`src/rtl/video_pattern_gen_if.sv`:
```
// Video output bus from the pattern generator to the TMDS encoder:
// syncs, data enable, pixel data and the frame marker.
interface video_pattern_gen_if #(
    parameter int COMP_WIDTH = 8
);
    logic                    hsync;
    logic                    vsync;
    logic                    de;
    logic [3*COMP_WIDTH-1:0] data;
    logic                    frame_start;

    modport master (output hsync, vsync, de, data, frame_start);
    modport slave  (input  hsync, vsync, de, data, frame_start);
endinterface

```
`src/rtl/video_pattern_gen.sv`:
```
// Parametrised DVI/VGA timing generator with selectable test patterns,
// frame-aligned run/stop and frame-aligned pattern switching.
module video_pattern_gen #(
    parameter int   COMP_WIDTH   = 8,
    parameter int   CNT_WIDTH    = 12,
    parameter logic H_POL        = 1'b0,
    parameter int   H_PULSE      = 96,
    parameter int   H_BACKPORCH  = 48,
    parameter int   H_VISIBLE    = 640,
    parameter int   H_FRONTPORCH = 16,
    parameter logic V_POL        = 1'b0,
    parameter int   V_PULSE      = 2,
    parameter int   V_BACKPORCH  = 33,
    parameter int   V_VISIBLE    = 480,
    parameter int   V_FRONTPORCH = 10
) (
    input  logic                    clk,
    input  logic                    reset,
    input  logic                    enable,
    input  logic [2:0]              pattern_sel,
    input  logic [3*COMP_WIDTH-1:0] solid_color,
    video_pattern_gen_if.master     vid,
    output logic                    running,
    output logic [15:0]             frame_count
);
    localparam int DW       = 3 * COMP_WIDTH;
    localparam int BOX_SIZE = 32;

    localparam logic [CNT_WIDTH-1:0] H_LAST      = CNT_WIDTH'(H_PULSE + H_BACKPORCH + H_VISIBLE + H_FRONTPORCH - 1);
    localparam logic [CNT_WIDTH-1:0] V_LAST      = CNT_WIDTH'(V_PULSE + V_BACKPORCH + V_VISIBLE + V_FRONTPORCH - 1);
    localparam logic [CNT_WIDTH-1:0] H_SYNC_END  = CNT_WIDTH'(H_PULSE);
    localparam logic [CNT_WIDTH-1:0] V_SYNC_END  = CNT_WIDTH'(V_PULSE);
    localparam logic [CNT_WIDTH-1:0] H_ACT_START = CNT_WIDTH'(H_PULSE + H_BACKPORCH);
    localparam logic [CNT_WIDTH-1:0] V_ACT_START = CNT_WIDTH'(V_PULSE + V_BACKPORCH);
    localparam logic [CNT_WIDTH-1:0] H_ACT_END   = CNT_WIDTH'(H_PULSE + H_BACKPORCH + H_VISIBLE);
    localparam logic [CNT_WIDTH-1:0] V_ACT_END   = CNT_WIDTH'(V_PULSE + V_BACKPORCH + V_VISIBLE);
    localparam logic [CNT_WIDTH-1:0] BAR_LAST    = CNT_WIDTH'(H_VISIBLE / 8 - 1);
    localparam logic [CNT_WIDTH-1:0] BOX_W       = CNT_WIDTH'(BOX_SIZE);
    localparam logic [CNT_WIDTH-1:0] BOX_X_LAST  = CNT_WIDTH'(H_VISIBLE - BOX_SIZE - 1);
    localparam logic [DW-1:0]        ALL_ONES    = {DW{1'b1}};

    typedef enum logic {ST_IDLE, ST_RUN} state_t;

    state_t                 state_q, state_d;
    logic [CNT_WIDTH-1:0]   h_q, h_d;
    logic [CNT_WIDTH-1:0]   v_q, v_d;
    logic [2:0]             pat_q, pat_d;
    logic [CNT_WIDTH-1:0]   box_x_q, box_x_d;
    logic [CNT_WIDTH-1:0]   bar_px_q, bar_px_d;
    logic [2:0]             bar_idx_q, bar_idx_d;
    logic [15:0]            frame_count_q, frame_count_d;
    logic                   hsync_q, hsync_d;
    logic                   vsync_q, vsync_d;
    logic                   de_q, de_d;
    logic [DW-1:0]          data_q, data_d;
    logic                   frame_start_q, frame_start_d;
    logic                   running_q, running_d;

    logic                   is_run;
    logic                   frame_first;
    logic                   frame_last;
    logic [CNT_WIDTH-1:0]   x;
    logic [CNT_WIDTH-1:0]   y;
    logic                   active;
    logic [2:0]             pat_cur;
    logic [COMP_WIDTH-1:0]  grad;
    logic [DW-1:0]          pixel;

    assign is_run      = (state_q == ST_RUN);
    assign frame_first = (h_q == '0) && (v_q == '0);
    assign frame_last  = (h_q == H_LAST) && (v_q == V_LAST);

    // Run/stop state; stopping is only allowed on the last pixel so frames are never cut short
    always_ff @(posedge clk) begin
        if (reset) begin
            state_q <= ST_IDLE;
        end else begin
            state_q <= state_d;
        end
    end

    always_comb begin
        state_d = state_q;
        case (state_q)
            ST_IDLE: if (enable)                state_d = ST_RUN;
            ST_RUN:  if (frame_last && !enable) state_d = ST_IDLE;
            default:                            state_d = ST_IDLE;
        endcase
    end

    // Raster counters and per-frame bookkeeping; counters sit at 0,0 whenever idle
    always_comb begin
        h_d           = h_q;
        v_d           = v_q;
        pat_d         = pat_q;
        box_x_d       = box_x_q;
        frame_count_d = frame_count_q;
        if (is_run) begin
            if (h_q == H_LAST) begin
                h_d = '0;
                v_d = (v_q == V_LAST) ? '0 : v_q + 1'b1;
            end else begin
                h_d = h_q + 1'b1;
            end
            if (frame_first) begin
                pat_d = pattern_sel;
            end
            if (frame_last) begin
                frame_count_d = frame_count_q + 16'd1;
                box_x_d       = (box_x_q == BOX_X_LAST) ? '0 : box_x_q + 1'b1;
            end
        end

        // Bar index tracks x by counting pixels within each bar, avoiding a divider
        if (h_d == H_ACT_START) begin
            bar_px_d  = '0;
            bar_idx_d = '0;
        end else if (bar_px_q == BAR_LAST) begin
            bar_px_d  = '0;
            bar_idx_d = bar_idx_q + 3'd1;
        end else begin
            bar_px_d  = bar_px_q + 1'b1;
            bar_idx_d = bar_idx_q;
        end
    end

    // Output decode; the select is taken live on the first pixel so a new frame starts on the new pattern
    always_comb begin
        x       = h_q - H_ACT_START;
        y       = v_q - V_ACT_START;
        active  = (h_q >= H_ACT_START) && (h_q < H_ACT_END) &&
                  (v_q >= V_ACT_START) && (v_q < V_ACT_END);
        pat_cur = frame_first ? pattern_sel : pat_q;
        grad    = COMP_WIDTH'(x);
        pixel   = '0;
        case (pat_cur)
            3'd0: pixel = {grad & {COMP_WIDTH{~y[8]}},
                           grad & {COMP_WIDTH{~y[7]}},
                           grad & {COMP_WIDTH{~y[6]}}};
            3'd1: pixel = {{COMP_WIDTH{~bar_idx_q[1]}},
                           {COMP_WIDTH{~bar_idx_q[2]}},
                           {COMP_WIDTH{~bar_idx_q[0]}}};
            3'd2: pixel = (x[4] ^ y[4]) ? ALL_ONES : '0;
            3'd3: pixel = solid_color;
            3'd4: if ((y < BOX_W) && (x >= box_x_q) && (x < box_x_q + BOX_W)) pixel = solid_color;
            default: pixel = '0;
        endcase

        hsync_d       = ~H_POL;
        vsync_d       = ~V_POL;
        de_d          = 1'b0;
        data_d        = '0;
        frame_start_d = 1'b0;
        running_d     = 1'b0;
        if (is_run) begin
            hsync_d       = (h_q < H_SYNC_END) ? H_POL : ~H_POL;
            vsync_d       = (v_q < V_SYNC_END) ? V_POL : ~V_POL;
            de_d          = active;
            data_d        = active ? pixel : '0;
            frame_start_d = frame_first;
            running_d     = 1'b1;
        end
    end

    always_ff @(posedge clk) begin
        if (reset) begin
            h_q           <= '0;
            v_q           <= '0;
            pat_q         <= '0;
            box_x_q       <= '0;
            bar_px_q      <= '0;
            bar_idx_q     <= '0;
            frame_count_q <= '0;
            hsync_q       <= ~H_POL;
            vsync_q       <= ~V_POL;
            de_q          <= 1'b0;
            data_q        <= '0;
            frame_start_q <= 1'b0;
            running_q     <= 1'b0;
        end else begin
            h_q           <= h_d;
            v_q           <= v_d;
            pat_q         <= pat_d;
            box_x_q       <= box_x_d;
            bar_px_q      <= bar_px_d;
            bar_idx_q     <= bar_idx_d;
            frame_count_q <= frame_count_d;
            hsync_q       <= hsync_d;
            vsync_q       <= vsync_d;
            de_q          <= de_d;
            data_q        <= data_d;
            frame_start_q <= frame_start_d;
            running_q     <= running_d;
        end
    end

    assign vid.hsync       = hsync_q;
    assign vid.vsync       = vsync_q;
    assign vid.de          = de_q;
    assign vid.data        = data_q;
    assign vid.frame_start = frame_start_q;
    assign running         = running_q;
    assign frame_count     = frame_count_q;
endmodule
```
`src/flat_wrapper.sv`:
```
// flat-port wrapper written by rule: the top's interface ports become plain ports
module video_pattern_gen_flat 
#(
    parameter int   COMP_WIDTH   = 8,
    parameter int   CNT_WIDTH    = 12,
    parameter logic H_POL        = 1'b0,
    parameter int   H_PULSE      = 96,
    parameter int   H_BACKPORCH  = 48,
    parameter int   H_VISIBLE    = 640,
    parameter int   H_FRONTPORCH = 16,
    parameter logic V_POL        = 1'b0,
    parameter int   V_PULSE      = 2,
    parameter int   V_BACKPORCH  = 33,
    parameter int   V_VISIBLE    = 480,
    parameter int   V_FRONTPORCH = 10
)
  (clk, reset, enable, pattern_sel, solid_color, running, frame_count, vid_hsync, vid_vsync, vid_de, vid_data, vid_frame_start);
  video_pattern_gen_if #(.COMP_WIDTH(COMP_WIDTH)) vid_i ();
  input  logic clk;
  input  logic reset;
  input  logic enable;
  input  logic [2:0] pattern_sel;
  input  logic [3*COMP_WIDTH-1:0] solid_color;
  output logic running;
  output logic [15:0] frame_count;
  output wire logic [$bits(vid_i.hsync)-1:0] vid_hsync;
  output wire logic [$bits(vid_i.vsync)-1:0] vid_vsync;
  output wire logic [$bits(vid_i.de)-1:0] vid_de;
  output wire logic [$bits(vid_i.data)-1:0] vid_data;
  output wire logic [$bits(vid_i.frame_start)-1:0] vid_frame_start;
  assign vid_hsync = vid_i.hsync;
  assign vid_vsync = vid_i.vsync;
  assign vid_de = vid_i.de;
  assign vid_data = vid_i.data;
  assign vid_frame_start = vid_i.frame_start;
  video_pattern_gen #(.COMP_WIDTH(COMP_WIDTH), .CNT_WIDTH(CNT_WIDTH), .H_POL(H_POL), .H_PULSE(H_PULSE), .H_BACKPORCH(H_BACKPORCH), .H_VISIBLE(H_VISIBLE), .H_FRONTPORCH(H_FRONTPORCH), .V_POL(V_POL), .V_PULSE(V_PULSE), .V_BACKPORCH(V_BACKPORCH), .V_VISIBLE(V_VISIBLE), .V_FRONTPORCH(V_FRONTPORCH)) u_core (.clk(clk), .reset(reset), .enable(enable), .pattern_sel(pattern_sel), .solid_color(solid_color), .vid(vid_i), .running(running), .frame_count(frame_count));
endmodule
```
`config.mk`:
```
export PLATFORM = sky130hd
export DESIGN_NAME = video_pattern_gen_flat
export DESIGN_NICKNAME = d
export VERILOG_FILES = /design/src/rtl/video_pattern_gen_if.sv /design/src/rtl/video_pattern_gen.sv /design/src/flat_wrapper.sv
export SDC_FILE = /design/constraint.sdc
export NUM_CORES = 1
export LEC_CHECK = 0
export BUFFER_PORTS_ARGS = -buffer_cell sky130_fd_sc_hd__clkbuf_2
export CAP_MARGIN = 10
export CORE_ASPECT_RATIO = 0.5
export CORE_MARGIN = 2
export CORE_UTILIZATION = 45
export DETAILED_ROUTE_END_ITERATION = 12
export PLACE_DENSITY = 0.68
export SKIP_LAST_GASP = 1
export SLEW_MARGIN = 20
export SYNTH_ARGS = -nofsm -noshare
export SYNTH_HDL_FRONTEND = slang
export SYNTH_SLANG_ARGS = --single-unit
```
`constraint.sdc`:
```
create_clock -name clk -period 4.3 [get_ports clk]
set_input_delay 0.86 -clock clk [delete_from_list [all_inputs] [get_ports clk]]
set_output_delay 0.86 -clock clk [all_outputs]
set_load 0.05 [all_outputs]
```
==> After elaboration in Yosys (flattened, before gate mapping) <==
Index checks and enable logic that the tools add are counted.
{ "classes": {"n_addsub": 9, "n_lt_le_gt_ge": 9, "n_eq_ne": 9, "muxes": 14, "n_bitwise": 12, "reduce_logical": 18} }
{ "op_table": {"columns": ["operator", "n"], "rows": [
  ["case mux 24 bit (5 select lines)", 1],
  ["adder 12 x 1 -> 12 bit (second input constant)", 4],
  ["two-way mux 12 bit", 4],
  ["two-way mux 24 bit", 2],
  ["== test 12 x 10 -> 1 bit (second input constant)", 3],
  ["AND 8 bit", 3],
  ["logical NOT 12 bit", 2],
  ["< comparator 12 x 10 -> 1 bit (second input constant)", 2],
  ["adder 16 x 1 -> 16 bit (second input constant)", 1],
  ["adder 12 x 6 -> 12 bit (second input constant)", 1],
  ["== test 12 x 7 -> 1 bit (second input constant)", 1],
  ["== test 12 x 8 -> 1 bit (second input constant)", 1],
  [">= comparator 12 bit", 1],
  [">= comparator 12 x 6 -> 1 bit (second input constant)", 1],
  [">= comparator 12 x 8 -> 1 bit (second input constant)", 1],
  ["< comparator 12 bit", 1],
  ["< comparator 12 x 2 -> 1 bit (second input constant)", 1],
  ["< comparator 12 x 6 -> 1 bit (second input constant)", 1],
  ["< comparator 12 x 7 -> 1 bit (second input constant)", 1],
  ["subtractor 12 x 6 -> 12 bit (second input constant)", 1],
  ["subtractor 12 x 8 -> 12 bit (second input constant)", 1],
  ["logical AND 1 bit", 8],
  ["inverter 1 bit", 8],
  ["== test 3 x 2 -> 1 bit (second input constant)", 2],
  ["12 further kinds", 19]
]} }
{ "word_totals": {"reg_bits": 100, "wordCells": 85} }

==> Depth between registers and ports, before layout <==
{ "depth": {"depth_word": 6, "ltp_mapped": 15} }

==> Worst setup path after synthesis <==
Ideal clock, no wire load.
{ "synth_timing": {"kind": "register to register", "startpoint": "register u_core.h_q[4]", "endpoint": "register u_core.data_q[19] (netlist: u_core.vid.data[19])", "setup_ns": 0.070, "t_arrival_ns": 2.955, "slack_ns": 1.275, "stages_incl_launch_ff": 14, "path_buffers": 2, "synth_period_minus_slack_ns": 3.025, "cell_sequence": "dfxtp_1 > clkbuf_1 > inv_1 > ha_1 > xor2_1 > ha_1 > nand2_1 > nor2_1 > a2111oi_0 > a211oi_1 > a2111oi_4 > buf_6 > o21ai_1 > a21oi_1"} }
{ "synth_via": {"elab_chain_cells": 6, "elab_cells_between_ends": 24} }
{ "synth_lines": {"columns": ["item", "line_no", "source"], "rows": [
  ["start, declared", "video_pattern_gen.sv:45", "logic [CNT_WIDTH-1:0] h_q, h_d;"],
  ["start signal, assigned", "video_pattern_gen.sv:167", "h_q <= '0;"],
  ["start signal, assigned", "video_pattern_gen.sv:181", "h_q <= h_d;"],
  ["subtractor 12 x 8 -> 12 bit (tied with other cells)", "video_pattern_gen.sv:129", "x = h_q - H_ACT_START;"],
  [">= comparator 12 bit or logical AND 1 bit (tied branches)", "video_pattern_gen.sv:145, video_pattern_gen.sv:131", null],
  ["logical AND 1 bit, on equally long branches", "video_pattern_gen.sv:145, video_pattern_gen.sv:131", null],
  ["logical AND 1 bit, on equally long branches", "video_pattern_gen.sv:145, video_pattern_gen.sv:132", null],
  ["two-way mux 24 bit or inverter 1 bit (tied branches)", null, null],
  ["case mux 24 bit (5 select lines) or OR reduction 3 bit (tied branches)", null, null],
  ["end signal, assigned", "video_pattern_gen.sv:191", "data_q <= data_d;"],
  ["end, declared", "video_pattern_gen.sv:55", "logic [DW-1:0] data_q, data_d;"]
]} }
Parallel ways exist; a longest one is shown, timed or not.
A chain may end at the register's enable or synchronous reset.

==> Final worst setup path <==
{ "layout_timing": {"startpoint": "register u_core.h_q[4]", "endpoint": "register u_core.data_q[18] (netlist: u_core.vid.data[18])"} }
Same word-level chain as after synthesis.

==> metrics <==
status finished, final reports clean; syn_nets 729; ys flop type dfxtp_1; Layout area overhead 13.5%; number of warnings issued by yosys 0; Cells after Synth 667; Power per Cell Area between 200 and 300 nW/um^2; Final GP Congestion just over 0.9; H-tree depth 3; Commonest cells post-synth dfxtp_1 (100), nor2_1 (76), a21oi_1 (48); Yosys reg bits 100; Hold Fails Final Rpt 0; Final Max Slew Viols 0; pin slew with the least headroom to its limit 743 ps; met3 GRT Util approximately 4.3%; Via Count slightly below 5000; post-route ant nets 0; IO Port Bufs between 70 and 80; syn avg cell area 8.48 um^2; Crit path required time 4580 ps; DRT Pass-1 Iters 5; DPL Wire Length 9850 um; fin util a little over half; maxcap violations 0; ratio of final minimum period to clock period 81.8%; Initial DRC Count slightly below 400; top cell type's share of synthesized area between 30% and 40%; postcts setup bufs 0; final WL 13400 um; crit path DAT between 3000 and 4000 ps; Post-Syn Area about 5700 um^2; critical path class reg -> reg; RSZ-0062 raised after global routing false; count leader, synth dfxtp_1; DIE HEIGHT ~83 um; dominant cells by area after synthesis dfxtp_1 (35%), xnor2_1 (7.3%), ha_1 (7.1%); met1 Use GR between 20% and 30%; CTS clk-pin slew, worst paths 70 ps; post-detailed-route via-to-cell ratio between 5 and 6; hold-fix buffers at CTS 0; core footprint 12000 um^2; # resized after CTS 0; FMAX between 0.2 and 0.3 GHz; Distinct cells, synth 60; IO Pins 75; leak pwr ~2.4 nW; Clock Latency Late Sink about 350 ps; Peak supply drop around 0.00017 V; crit path time final 3520 ps; critical-path maximum fanout 24; Residual DRC 0; CTS tree done; WL per Instance 15.0 um; hold crit path type reg -> reg; Remaining Overflow, GRT 0; share of layout cells above drive strength 1 around a fifth; clock skew between 10 and 15 ps; DIE WIDTH 163 um; number of buffers created by CTS 9; asr flop ratio synth 0%; relative slew slack between 40% and 50%; total power 0.00188 W; die area ~14000 um^2; largest area contributor in the netlist dfxtp_1; vias in the first global route roughly 4500; Clock Path Buffers 2; Reg area roughly 2000 um^2; TNS Setup 0 ps; GR peak layer met2; Total Routing Usage GR between 20% and 30%; met2 Usage GRT ~30%; Initial Util roughly 47%; largest net degree at the start of global routing 31; Antenna Cells 0; NumNets Final between 700 and 800; clock root buffer clkbuf_16; first-pass GRT wire length ~22000 um; CP endpoint kind flop; Setup violations, final 0; footprint of the multi-input gates about 3400 um^2; Clock Sinks 100; Reg2Reg Depth 12; Worst Hold Depth 1; initial antenna violation count 0; sequential share of the synthesized area 35.4%; startpoint type of the worst setup path flop; EDFF count, synth 0; FP Rows 28; filler instances roughly 1200
## critical path: stages, from the launching register on
cell	delay [ps]
dfxtp_1	590
inv_1	190
ha_1	270
xor2_1	400
ha_1	330
nand2_1	70
nor2_1	50
a2111oi_0	460
a211oi_1	180
a2111oi_4	310
buf_4	320
o21ai_0	120
a21oi_1	140
## flip-flops by register name, indices dropped and copies added (netlist names)
| register | flops |
|---|---|
| u_core.frame_count | 16 |
| u_core.pat_q | 3 |
| u_core.box_x_q | 12 |
| u_core.vid.frame_start | 1 |
| u_core.vid.vsync | 1 |
| u_core.v_q | 12 |
| u_core.bar_px_q | 12 |
| u_core.vid.data | 24 |
| u_core.bar_idx_q | 3 |
| u_core.running | 1 |
| u_core.is_run | 1 |
| u_core.vid.hsync | 1 |
| u_core.vid.de | 1 |
| u_core.h_q | 12 |
## layout by cell type, fill, tap and decap left out, drive strengths merged, types with 3 or more instances in the layout
cell      count
nand2b       10
o211ai        4
or2           5
nand3b        3
o221a        24
and4          6
xor2         18
xnor2        47
nor4          7
nor2         76
clkinvlp      3
o21ai        43
nand2        36
dfxtp       100
mux2i         5
nand4        16
or3          14
inv          37
a21oi        48
and3         12
nor3b         4
nor4b         3
clkbuf       84
buf           8
nor3         18
a2111oi       4
o21a          3
ha           32
nor2b         4
nand3        27
a21o          7
## path summary, 6_finish.rpt
kind | endpoint | slack (ps) | start
worst max-delay path | u_core.vid.data[18] | 780 | u_core.h_q[4]
worst min-delay path | u_core.bar_px_q[0] | 450 | u_core.bar_px_q[0]
worst max register to register | u_core.vid.data[18] | 780 | u_core.h_q[4]
worst min register to register | u_core.bar_px_q[0] | 450 | u_core.bar_px_q[0]
## per-stage QoR
stage               instance area (um^2)  worst slack [ps]  std cells  hold slack (ps)
floorplan                           5650              1270        667              413
global placement                    6130               940        879              427
detailed placement                  6130               869        879              441
CTS                                 6420               817        894              451
global route                        6420               400        894              476
finish                              6420               783        894              447
## final cells by class
class / count / area share [%]
clock inverter: 5 / 0.955
sequential: 100 / 31.2
clock buffer: 10 / 3.57
multi-input combinational: 496 / 52.3
tap: 165 / 3.22
inverter: 36 / 2.11
timing repair buffer: 82 / 6.71
## power by group
group          switching [W]  internal [W]  total [W]
Clock               0.000358      0.000450   0.000808
Combinational      0.0000690     0.0000553   0.000124
Sequential         0.0000106      0.000934   0.000944
Total               0.000438       0.00144    0.00188
## logic make-up (layout without fill, tap and decap cells)
group | Yosys count | in the layout | share of synthesized area (%)
muxes | 5 | 5 | 0.885
buffers and inverters | 71 | 133 | 5.25
adders and majority gates | 32 | 32 | 7.08
DFF | 100 | 100 | 35.4
and+or+nand+nor | 247 | 247 | 23.6
AOI/OAI and AO/OA | 147 | 147 | 17.7
xor gates and xnor gates | 65 | 65 | 10.1
## metal layers
layer  wire length (um)  part of all wire, %  vias to the layer above
met1               6940                   52                     2315
met4                203                  1.5                        0
met2               5480                   41                      124
li1                   -                    -                     2478
met5                  0                    0                        -
met3                791                  5.9                       14
Note: power is estimated with default switching activity, not from simulation.
